File: config.mk
export PLATFORM = sky130hd
export DESIGN_NAME = hazard_forward_unit
export DESIGN_NICKNAME = d
export VERILOG_FILES = /design/src/rtl/hazard_forward_unit.sv
export SDC_FILE = /design/constraint.sdc
export NUM_CORES = 1
export LEC_CHECK = 0
export CAP_MARGIN = 10
export CORE_MARGIN = 8
export CORE_UTILIZATION = 37
export DETAILED_ROUTE_END_ITERATION = 10
export GPL_ROUTABILITY_DRIVEN = 0
export PLACE_DENSITY = 0.75
export SLEW_MARGIN = 20
export SYNTH_ARGS = -nofsm -noshare
export SYNTH_HDL_FRONTEND = slang
export SYNTH_SLANG_ARGS = --single-unit
File: constraint.sdc
create_clock -name clk -period 1.6 [get_ports clk]
set_clock_uncertainty 0.1 [all_clocks]
set_input_delay 0.24 -clock clk [delete_from_list [all_inputs] [get_ports clk]]
set_output_delay 0.24 -clock clk [all_outputs]
set_load 0.01 [all_outputs]
File: src/rtl/hazard_forward_unit.sv
// -----------------------------------------------------------------------------
// hazard_forward_unit
//
// Hazard detection and operand-forwarding control for a 5-stage RISC-V
// pipeline. It also tracks one outstanding operation in a non-pipelined
// multi-cycle unit (MUL/DIV).
//
// Ports
//   clk, rst_n                    clock; asynchronous active-low reset
//   rs_ID/rd_ID/regWrite_ID       operands and destination of the ID instruction
//   branch_ID, mc_ID              ID instruction is a branch / multi-cycle op
//   rs_EX/rd_EX/regWrite_EX       operands and destination of the EX instruction
//   memRead_EX, mc_issue          EX instruction is a load / issues to the MC unit
//   rd_MEM/regWrite_MEM/memRead_MEM, rd_WB/regWrite_WB   later pipeline stages
//   stall                         hold PC and IF/ID, bubble into ID/EX
//   BJSel[i]                      branch operand i taken from the MEM ALU result
//   ExSel[2i+1:2i]                EX operand i: 00 regfile, 01 MEM, 10 WB, 11 MC
//   mc_busy, mc_wb_valid, mc_wb_rd  multi-cycle scoreboard state / completion
//   mc_err                        sticky: issue attempted while busy
//
// Optional macro HAZ_PERF_CNT_EN adds saturating stall_cnt and mc_stall_cnt.
// -----------------------------------------------------------------------------
module hazard_forward_unit #(
  parameter int AW      = 5,
  parameter int NUM_SRC = 2,
  parameter int MC_LAT  = 4
) (
  input  logic                   clk,
  input  logic                   rst_n,
  input  logic [NUM_SRC*AW-1:0]  rs_ID,
  input  logic [AW-1:0]          rd_ID,
  input  logic                   regWrite_ID,
  input  logic                   branch_ID,
  input  logic                   mc_ID,
  input  logic [NUM_SRC*AW-1:0]  rs_EX,
  input  logic [AW-1:0]          rd_EX,
  input  logic                   regWrite_EX,
  input  logic                   memRead_EX,
  input  logic                   mc_issue,
  input  logic [AW-1:0]          rd_MEM,
  input  logic [AW-1:0]          rd_WB,
  input  logic                   regWrite_MEM,
  input  logic                   regWrite_WB,
  input  logic                   memRead_MEM,
  output logic                   stall,
  output logic [NUM_SRC-1:0]     BJSel,
  output logic [NUM_SRC*2-1:0]   ExSel,
  output logic                   mc_busy,
  output logic                   mc_wb_valid,
  output logic [AW-1:0]          mc_wb_rd,
  output logic                   mc_err
`ifdef HAZ_PERF_CNT_EN
  ,
  output logic [31:0]            stall_cnt,
  output logic [31:0]            mc_stall_cnt
`endif
);

  localparam int CW = $clog2(MC_LAT);
  localparam logic [CW-1:0] CNT_LOAD = CW'(MC_LAT - 1);

  // Register x0 is hard-wired zero, so it never creates a dependency.
  function automatic logic match(input logic [AW-1:0] a, input logic [AW-1:0] b,
                                 input logic we);
    return we && (a != '0) && (a == b);
  endfunction

  logic          mc_busy_q, mc_busy_d;
  logic [CW-1:0] cnt_q, cnt_d;
  logic [AW-1:0] pending_rd_q, pending_rd_d;
  logic          mc_err_q, mc_err_d;
  logic          mc_accept;

  // Completion is the cycle the counter reaches 1.
  assign mc_wb_valid = mc_busy_q && (cnt_q == CW'(1));
  assign mc_busy     = mc_busy_q;
  assign mc_wb_rd    = pending_rd_q;
  assign mc_err      = mc_err_q;

  // ---------------------------------------------------------------------------
  // Per-operand comparators
  // ---------------------------------------------------------------------------
  logic [NUM_SRC-1:0] hit_ex_id, hit_mem_id, hit_pend_id, hit_issue_id;

  genvar gi;
  generate
    for (gi = 0; gi < NUM_SRC; gi++) begin : g_src
      logic [AW-1:0] rs_id_i, rs_ex_i;
      assign rs_id_i = rs_ID[gi*AW +: AW];
      assign rs_ex_i = rs_EX[gi*AW +: AW];

      assign ExSel[gi*2 +: 2] =
          match(rd_MEM, rs_ex_i, regWrite_MEM)         ? 2'b01 :
          match(rd_WB,  rs_ex_i, regWrite_WB)          ? 2'b10 :
          (mc_wb_valid && match(mc_wb_rd, rs_ex_i, 1'b1)) ? 2'b11 : 2'b00;

      // A load in MEM has no data yet; that case is covered by the stall instead.
      assign BJSel[gi] = match(rd_MEM, rs_id_i, regWrite_MEM) && !memRead_MEM;

      assign hit_ex_id[gi]    = match(rd_EX, rs_id_i, regWrite_EX);
      assign hit_mem_id[gi]   = match(rd_MEM, rs_id_i, regWrite_MEM);
      assign hit_pend_id[gi]  = match(pending_rd_q, rs_id_i, mc_busy_q);
      assign hit_issue_id[gi] = match(rd_EX, rs_id_i, 1'b1);
    end
  endgenerate

  // ---------------------------------------------------------------------------
  // Stall causes
  // ---------------------------------------------------------------------------
  logic cause_a, cause_b, cause_c, cause_d, cause_e, cause_f, mc_cause;

  assign cause_a = memRead_EX && (|hit_ex_id);
  assign cause_b = branch_ID && (|hit_ex_id);
  assign cause_c = branch_ID && memRead_MEM && (|hit_mem_id);
  // The completion cycle releases dependants: the regfile is written before
  // they read it one cycle later in EX.
  assign cause_d = ((|hit_pend_id) && !mc_wb_valid) || (mc_issue && (|hit_issue_id));
  assign cause_e = regWrite_ID && match(pending_rd_q, rd_ID, mc_busy_q) && !mc_wb_valid;
  assign cause_f = mc_ID && ((mc_busy_q && !mc_wb_valid) || mc_issue);
  assign mc_cause = cause_d || cause_e || cause_f;
  assign stall    = cause_a || cause_b || cause_c || mc_cause;

  // ---------------------------------------------------------------------------
  // Multi-cycle scoreboard
  // ---------------------------------------------------------------------------
  // A new issue is accepted when idle or in the completion cycle (back-to-back).
  assign mc_accept = mc_issue && (!mc_busy_q || mc_wb_valid);

  always_comb begin
    mc_busy_d    = mc_busy_q;
    cnt_d        = cnt_q;
    pending_rd_d = pending_rd_q;
    mc_err_d     = mc_err_q || (mc_issue && mc_busy_q && !mc_wb_valid);
    if (mc_accept) begin
      mc_busy_d    = 1'b1;
      cnt_d        = CNT_LOAD;
      pending_rd_d = rd_EX;
    end else if (mc_busy_q) begin
      if (mc_wb_valid) begin
        mc_busy_d = 1'b0;
        cnt_d     = '0;
      end else begin
        cnt_d = cnt_q - CW'(1);
      end
    end
  end

  always_ff @(posedge clk or negedge rst_n) begin
    if (!rst_n) begin
      mc_busy_q    <= 1'b0;
      cnt_q        <= '0;
      pending_rd_q <= '0;
      mc_err_q     <= 1'b0;
    end else begin
      mc_busy_q    <= mc_busy_d;
      cnt_q        <= cnt_d;
      pending_rd_q <= pending_rd_d;
      mc_err_q     <= mc_err_d;
    end
  end

`ifdef HAZ_PERF_CNT_EN
  // ---------------------------------------------------------------------------
  // Saturating performance counters
  // ---------------------------------------------------------------------------
  logic [31:0] stall_cnt_q, stall_cnt_d, mc_stall_cnt_q, mc_stall_cnt_d;

  always_comb begin
    stall_cnt_d    = stall_cnt_q;
    mc_stall_cnt_d = mc_stall_cnt_q;
    if (stall && (stall_cnt_q != '1))
      stall_cnt_d = stall_cnt_q + 32'd1;
    if (mc_cause && (mc_stall_cnt_q != '1))
      mc_stall_cnt_d = mc_stall_cnt_q + 32'd1;
  end

  always_ff @(posedge clk or negedge rst_n) begin
    if (!rst_n) begin
      stall_cnt_q    <= '0;
      mc_stall_cnt_q <= '0;
    end else begin
      stall_cnt_q    <= stall_cnt_d;
      mc_stall_cnt_q <= mc_stall_cnt_d;
    end
  end

  assign stall_cnt    = stall_cnt_q;
  assign mc_stall_cnt = mc_stall_cnt_q;
`endif

endmodule

==> results.md, run 1 <==
- Status: complete, but fails checks
- Failing checks: negative setup slack
- Worst hold path class: in2async
- Post-synthesis compound-gate area fraction: 9.63%
- Xor and xnor area share after synthesis: 43.0%
- Final Max Tran Viols: 0
- Remaining DRCs: 0
- Buffers added on ports: 65
- Root buffer cell: clkbuf_4
- CP Cell Sequence: or3_4, buf_4, o31ai_1, o211ai_1, buf_2
- Flop2flop setup slack: 0.04 ns
- Fin cells: 321
- Power per cell area: 1030 nW/µm²
- Slowest stage delay, CP: 0.43 ns
- Max-cap violations: 0
- Largest family of logic cells by synthesized area: XOR/XNOR gates
- Nets: 328
- Area of the mapped netlist: 1330 µm²
- Register area share after synthesis: 17.0%
- Total Power: 2.62 mW
- Rel. slew slack: 72.9%
- Placement Setup Slack: -1.02 ns
- GR Layer Usage met2: 32.4%
- Average size of a mapped cell: 8.49 µm²
- DRT Pass-1 Iters: 4
- Unrepaired setup endpoints after global routing: yes
- Mux share of post-synthesis cell area: 5.00%
- Critical path class: reg2out
- Antenna Cells: 0
- Slowest CP cell: dfrtp_2
- VDD IR max: 0.00111 V
- Critical-path maximum fanout: 4
- Via count: 1555
- Starting Density: 39.1%
- Synth cell count leaders: xnor2_1, xor2_1, nor3_1, buf_2, dfrtp_1
- Ys async rst share: 100%
- Routed wire length: 4920 µm
- Congestion Overflow GR: 0
- Synth area leaders: xnor2_1, dfrtp_1, xor2_1, mux2_2, nor3_1
- Slew @ Worst Pin: 0.406 ns
- FF-to-FF End: mc_wb_rd[1]
- Post-Synth Adder-Cell Area: 0.944%
- Met3 Usage GRT: 3.68%
- Chip Width: 75.8 µm
- Max clock buf depth: 2
- Cells on worst reg2reg path: 5
- Largest net degree at the start of global routing: 10
- Post-DR wirelength/cell: 15.3 µm
- DR iter-0 viols: 42
- Global-route wire length before repair: 7830 µm
- Worst setup SP type: flop
- # clock sinks: 9
- Reg-to-reg startpoint: cnt_q[0]
- Via density per instance: 4.84
- DP Cell Count: 310
- WP data required: 1.26 ns
- Synth Area in Simple Gates: 19.6%
- Post-Syn Instances: 156
- Clk_lat worst skew: 0.26 ns
- Syn. warnings: 0
- Commonest register cell after synthesis: dfrtp_1
- EDFF count, synth: 0
- Most common cell in the netlist: xnor2_1
- Setup crit start: mc_wb_rd[1]
- Worst setup margin: -0.550 ns
- Core outline area: 3390 µm²
- Initial antenna violation count: 0
- Area Overhead vs Synth: 91.8%
- # IOs: 66
- Die Height: 75.8 µm
- Min Tclk post-route: 2.15 ns
- CP arrival: 1.81 ns
- GR Util met1: 20.0%
- Largest area contributor in the netlist: xnor2_1
- Syn nets: 208
- Max Freq: 465 MHz
- Global Route Usage Sum: 17.6%
- Setup-failing EPs final: 7
- Yosys cell types: 37
- CTS buffer count: 3
- Top Usage Layer GRT: met2
- CTS H-tree lvls: 1
- Dpl hpwl: 3940 µm
- Capture point of the worst path: stall
- CTS tree: yes
- Row cnt: 21
- Register bit count reported by yosys: 9
- Clock-pin slew on the worst setup and hold paths: 0.06 ns
- Die area: 5750 µm²
- Vias in the first global route: 1724
- Layout cell share with drive strength beyond 1: 38.9%
- Yosys top cell area share: 27.1%
- Remaining antenna violation count after routing: 0
- Final hold violations: 0
- Worst setup EP type: primary output
- Leakage: 1.10 nW
- Crit share post-route: 134%
critical path: cells and delay by family, from the launching register on:
family                 cells  cell delay, ns
AND/OR/NAND/NOR            1            0.38
buffers and inverters      2            0.30
AO/OA/AOI/OAI              2            0.43
flip-flops                 1            0.43
flip-flops by register name, summed over array words and instances, names as in the netlist:
signal / flops
cnt_q: 2
mc_wb_rd: 5
mc_busy: 1
mc_err: 1
power breakdown:
part           switching [mW]  internal (mW)  total [mW]
sequential              0.126          0.335       0.461
clock                  0.0784         0.0960       0.174
combinational           0.807           1.18        1.99
total                    1.01           1.61        2.62
worst min path at each step:
stage | slack [ns] | cells past startpoint | endpoint
after floorplan | -0.16 | 0 | cnt_q[0]
after global placement | 0.34 | 1 | mc_err
after detailed placement | 0.34 | 1 | mc_err
after CTS | 0.18 | 1 | cnt_q[0]
after global routing | 0.19 | 1 | mc_busy
final | 0.17 | 1 | cnt_q[1]
through the flow:
step	TNS (ns)	cell area [µm²]	util [%]	hold WS, ns
final	-2.88	2540	75.0	0.173
after global routing	-3.48	2540	75.0	0.189
after CTS	-3.07	2470	72.8	0.177
after detailed placement	-7.78	2370	70.1	0.345
after global placement	-7.59	2370	70.1	0.343
after floorplan	-0.839	1350	-	-0.156
placed cells by master (no fill, tap or decap), drive strengths merged, types with 2 or more instances in the layout:
master and n:
nand3 10, o31ai 3, nor3b 2, buf 72, xor2 24, dfrtp 9
nor4 3, or4 3, clkdlybuf4s50 30, dlymetal6s2s 3, nand4 2, nand2 5
o21ai 5, inv 2, dlygate4sd2 17, nor3 11, xnor2 41, mux2 5
and2 3, clkbuf 5, a21oi 3, clkdlybuf4s15 2
routing by layer:
layer	up-vias	routed length [µm]	share of wire [%]
met3	5	307	6.2
met4	0	36	0.73
met1	732	1990	40
li1	773	-	-
met5	-	0	0
met2	45	2580	53
cells by family after synthesis:
logic type | Yosys count
xor gates and xnor gates | 65
and+or+nand+nor | 45
AOI/OAI and AO/OA | 18
buffers and inverters | 12
DFF | 9
muxes | 6
adders and majority gates | 1
final cells by class:
type / count / area [µm²]
multi-input combinational: 135 / 1170
inverter: 2 / 7.51
sequential: 9 / 228
clock buffer: 4 / 26.3
tap: 46 / 57.6
timing repair buffer: 125 / 1060
fill: 240 / 848
what timing repair did:
action | CTS | global route
buffers inserted | 6 | 3
pin swaps | 18 | 7
hold buffers | 0 | 0
gates cloned | 0 | 0
resized for setup | 96 | 17
setup endpoints to repair | 19 | 15
(Power assumes the default switching activity.)
==> inputs of run 2 (changes only) <==
- PLACE_DENSITY: 0.75 -> 0.87
==> run 2 against run 1 <==
- the run still ends with negative setup slack left
- register-to-register slack hardly changed
- hold slack improved by 0.014 ns
- maximum frequency rose by 1.0%
- largest power group unchanged
==> results.md, run 2 (synthesis gave the netlist of run 1 again) <==
- Layout cell share with drive strength beyond 1: 38.7% (-0.25 points)
- CTS buffer count: 3 (unchanged)
- Leading cell types in the layout, fill and taps excluded: buf_4, xnor2_1, clkdlybuf4s50_1, xor2_1, dlygate4sd2_1
- Min Tclk post-route: 2.13 ns (-0.0220 ns)
- GR Util met1: 18.9% (-1.1 points)
- Largest net degree at the start of global routing: 10 (unchanged)
- TNS Setup: -2.61 ns (+0.270 ns)
- Critical-path maximum fanout: 3 (-1)
- Leakage: 1.05 nW (-4.9%)
- Failing checks: negative setup slack
- Worst setup EP type: primary output
- DRT Pass-1 Iters: 4 (unchanged)
- Final Max Tran Viols: 0 (unchanged)
- CTS H-tree lvls: 1 (unchanged)
- Global Route Usage Sum: 16.4% (-1.2 points)
- Remaining antenna violation count after routing: 0 (unchanged)
- Root buffer cell: clkbuf_4
- Dpl hpwl: 3990 µm (+1.2%)
- # clock sinks: 9 (unchanged)
- DR iter-0 viols: 47 (+12%)
- Max clock buf depth: 2 (unchanged)
- Final hold violations: 0 (unchanged)
- Global-route wire length before repair: 7270 µm (-7.2%)
- Met3 Usage GRT: 2.50% (-1.2 points)
- Vias in the first global route: 1561 (-9.5%)
- Top Usage Layer GRT: met2
- Commonest non-fill, non-tap cell in the layout: buf_4
- Initial antenna violation count: 0 (unchanged)
- VDD IR max: 0.00117 V (+5.5%)
- Starting Density: 39.1% (unchanged)
- Congestion Overflow GR: 0 (unchanged)
- Row cnt: 21 (unchanged)
- CTS tree: yes
- Routed wire length: 5270 µm (+7.1%)
- Status: complete, but fails checks
- Worst hold path class: in2async
- Unrepaired setup endpoints after global routing: yes
- Chip Width: 75.8 µm (unchanged)
- Antenna Cells: 0 (unchanged)
- Die Height: 75.8 µm (unchanged)
- Power per cell area: 1030 nW/µm² (-0.50%)
- Post-DR wirelength/cell: 16.7 µm (+9.2%)
- Via count: 1541 (-0.90%)
- Buffers added on ports: 65 (unchanged)
- Clk_lat worst skew: 0.25 ns (about the same)
- # IOs: 66 (unchanged)
- GR Layer Usage met2: 29.9% (-2.5 points)
- Critical path class: reg2out
- Remaining DRCs: 0 (unchanged)
- Max FFs per register: 5 (unchanged)
- Clock-pin slew on the worst setup and hold paths: 0.06 ns (about the same)
- Via density per instance: 4.89 (+0.99%)
- Max Freq: 470 MHz (+1.0%)
- Core outline area: 3390 µm² (unchanged)
- Setup-failing EPs final: 7 (unchanged)
- Worst setup SP type: flop
- Finished Core Util: 72.4% (-2.5 points)
- CP arrival: 1.79 ns (-0.02 ns)
- Rel. slew slack: 72.0% (-0.86 points)
- Slew @ Worst Pin: 0.419 ns (+0.0128 ns)
- Crit share post-route: 133% (-1.4 points)
- Worst setup margin: -0.528 ns (+0.0220 ns)
- Nets: 322 (-1.8%)
- Area Overhead vs Synth: 85.3%
- WP data required: 1.26 ns (about the same)
- Die area: 5750 µm² (unchanged)
- Max-cap violations: 0 (unchanged)
## run 2: changes by cell type in the layout (fill, tap and decap cells not counted), moves of 2 or more
cell / before / now
buf_4: 56 / 51
buf_6: 7 / 5
clkbuf_2: 1 / 3
dlymetal6s2s_1: 3 / 1
## run 2: power by group
group | switching, mW | internal, mW | leakage, nW | total, mW
Clock | 0.0740 | 0.0958 | 0.0150 | 0.170
Sequential | 0.118 | 0.335 | 0.0979 | 0.453
Combinational | 0.815 | 1.08 | 0.938 | 1.90
## run 2: metrics by stage
stage	instances	worst slack, ns	instance area [µm²]	hold WS (ns)	power, mW
2_1_floorplan	156	-0.223	1350	-0.156	1.38
3_3_place_gp	306	-0.962	2340	0.342	2.09
3_5_place_dp	306	-1.02	2340	0.354	2.14
5_1_grt	315	-0.606	2450	0.196	2.68
4_1_cts	313	-0.523	2390	0.178	2.34
6_report	315	-0.528	2450	0.187	2.52
## run 2: what timing repair did
item / CTS / global route
buffers inserted: 3 / 2
resized for setup: 94 / 19
setup endpoints to repair: 19 / 13
hold buffers: 0 / 0
pin swaps: 21 / 16
## run 2: layout make-up
type                    instances  area [µm²]
multi-input cells             135        1150
repair buffers                119         985
fillers                       233         935
flip-flops and latches          9         228
well taps                      46        57.6
clock buffers                   4        26.3
inverters                       2        7.51
## run 2: routing by layer
layer / part of all wire, % / up-vias / routed length [µm]
met4: 1.3 / 0 / 67
met1: 39 / 716 / 2080
met2: 54 / 55 / 2820
li1: - / 762 / -
met5: 0 / - / 0
met3: 5.8 / 8 / 305
## run 2: worst max-delay path, stage by stage (launching register included)
cell and delay, ns:
dfrtp_1 0.40, or3_4 0.40, o31a_1 0.27, nand4_1 0.13
o31ai_1 0.08, and2_1 0.13, buf_2 0.13
## run 2: worst paths after layout
check	start	to	slack (ns)	cells after the start
min in group clk	mc_err	mc_err	0.37	1
max reg2reg	cnt_q[1]	mc_wb_rd[3]	0.04	6
max in group asynchronous	rst_n	mc_wb_rd[4]	0.89	1
max	mc_wb_rd[1]	ExSel[3]	-0.53	6
min reg2reg	mc_err	mc_err	0.37	1
min	rst_n	mc_wb_rd[3]	0.19	1
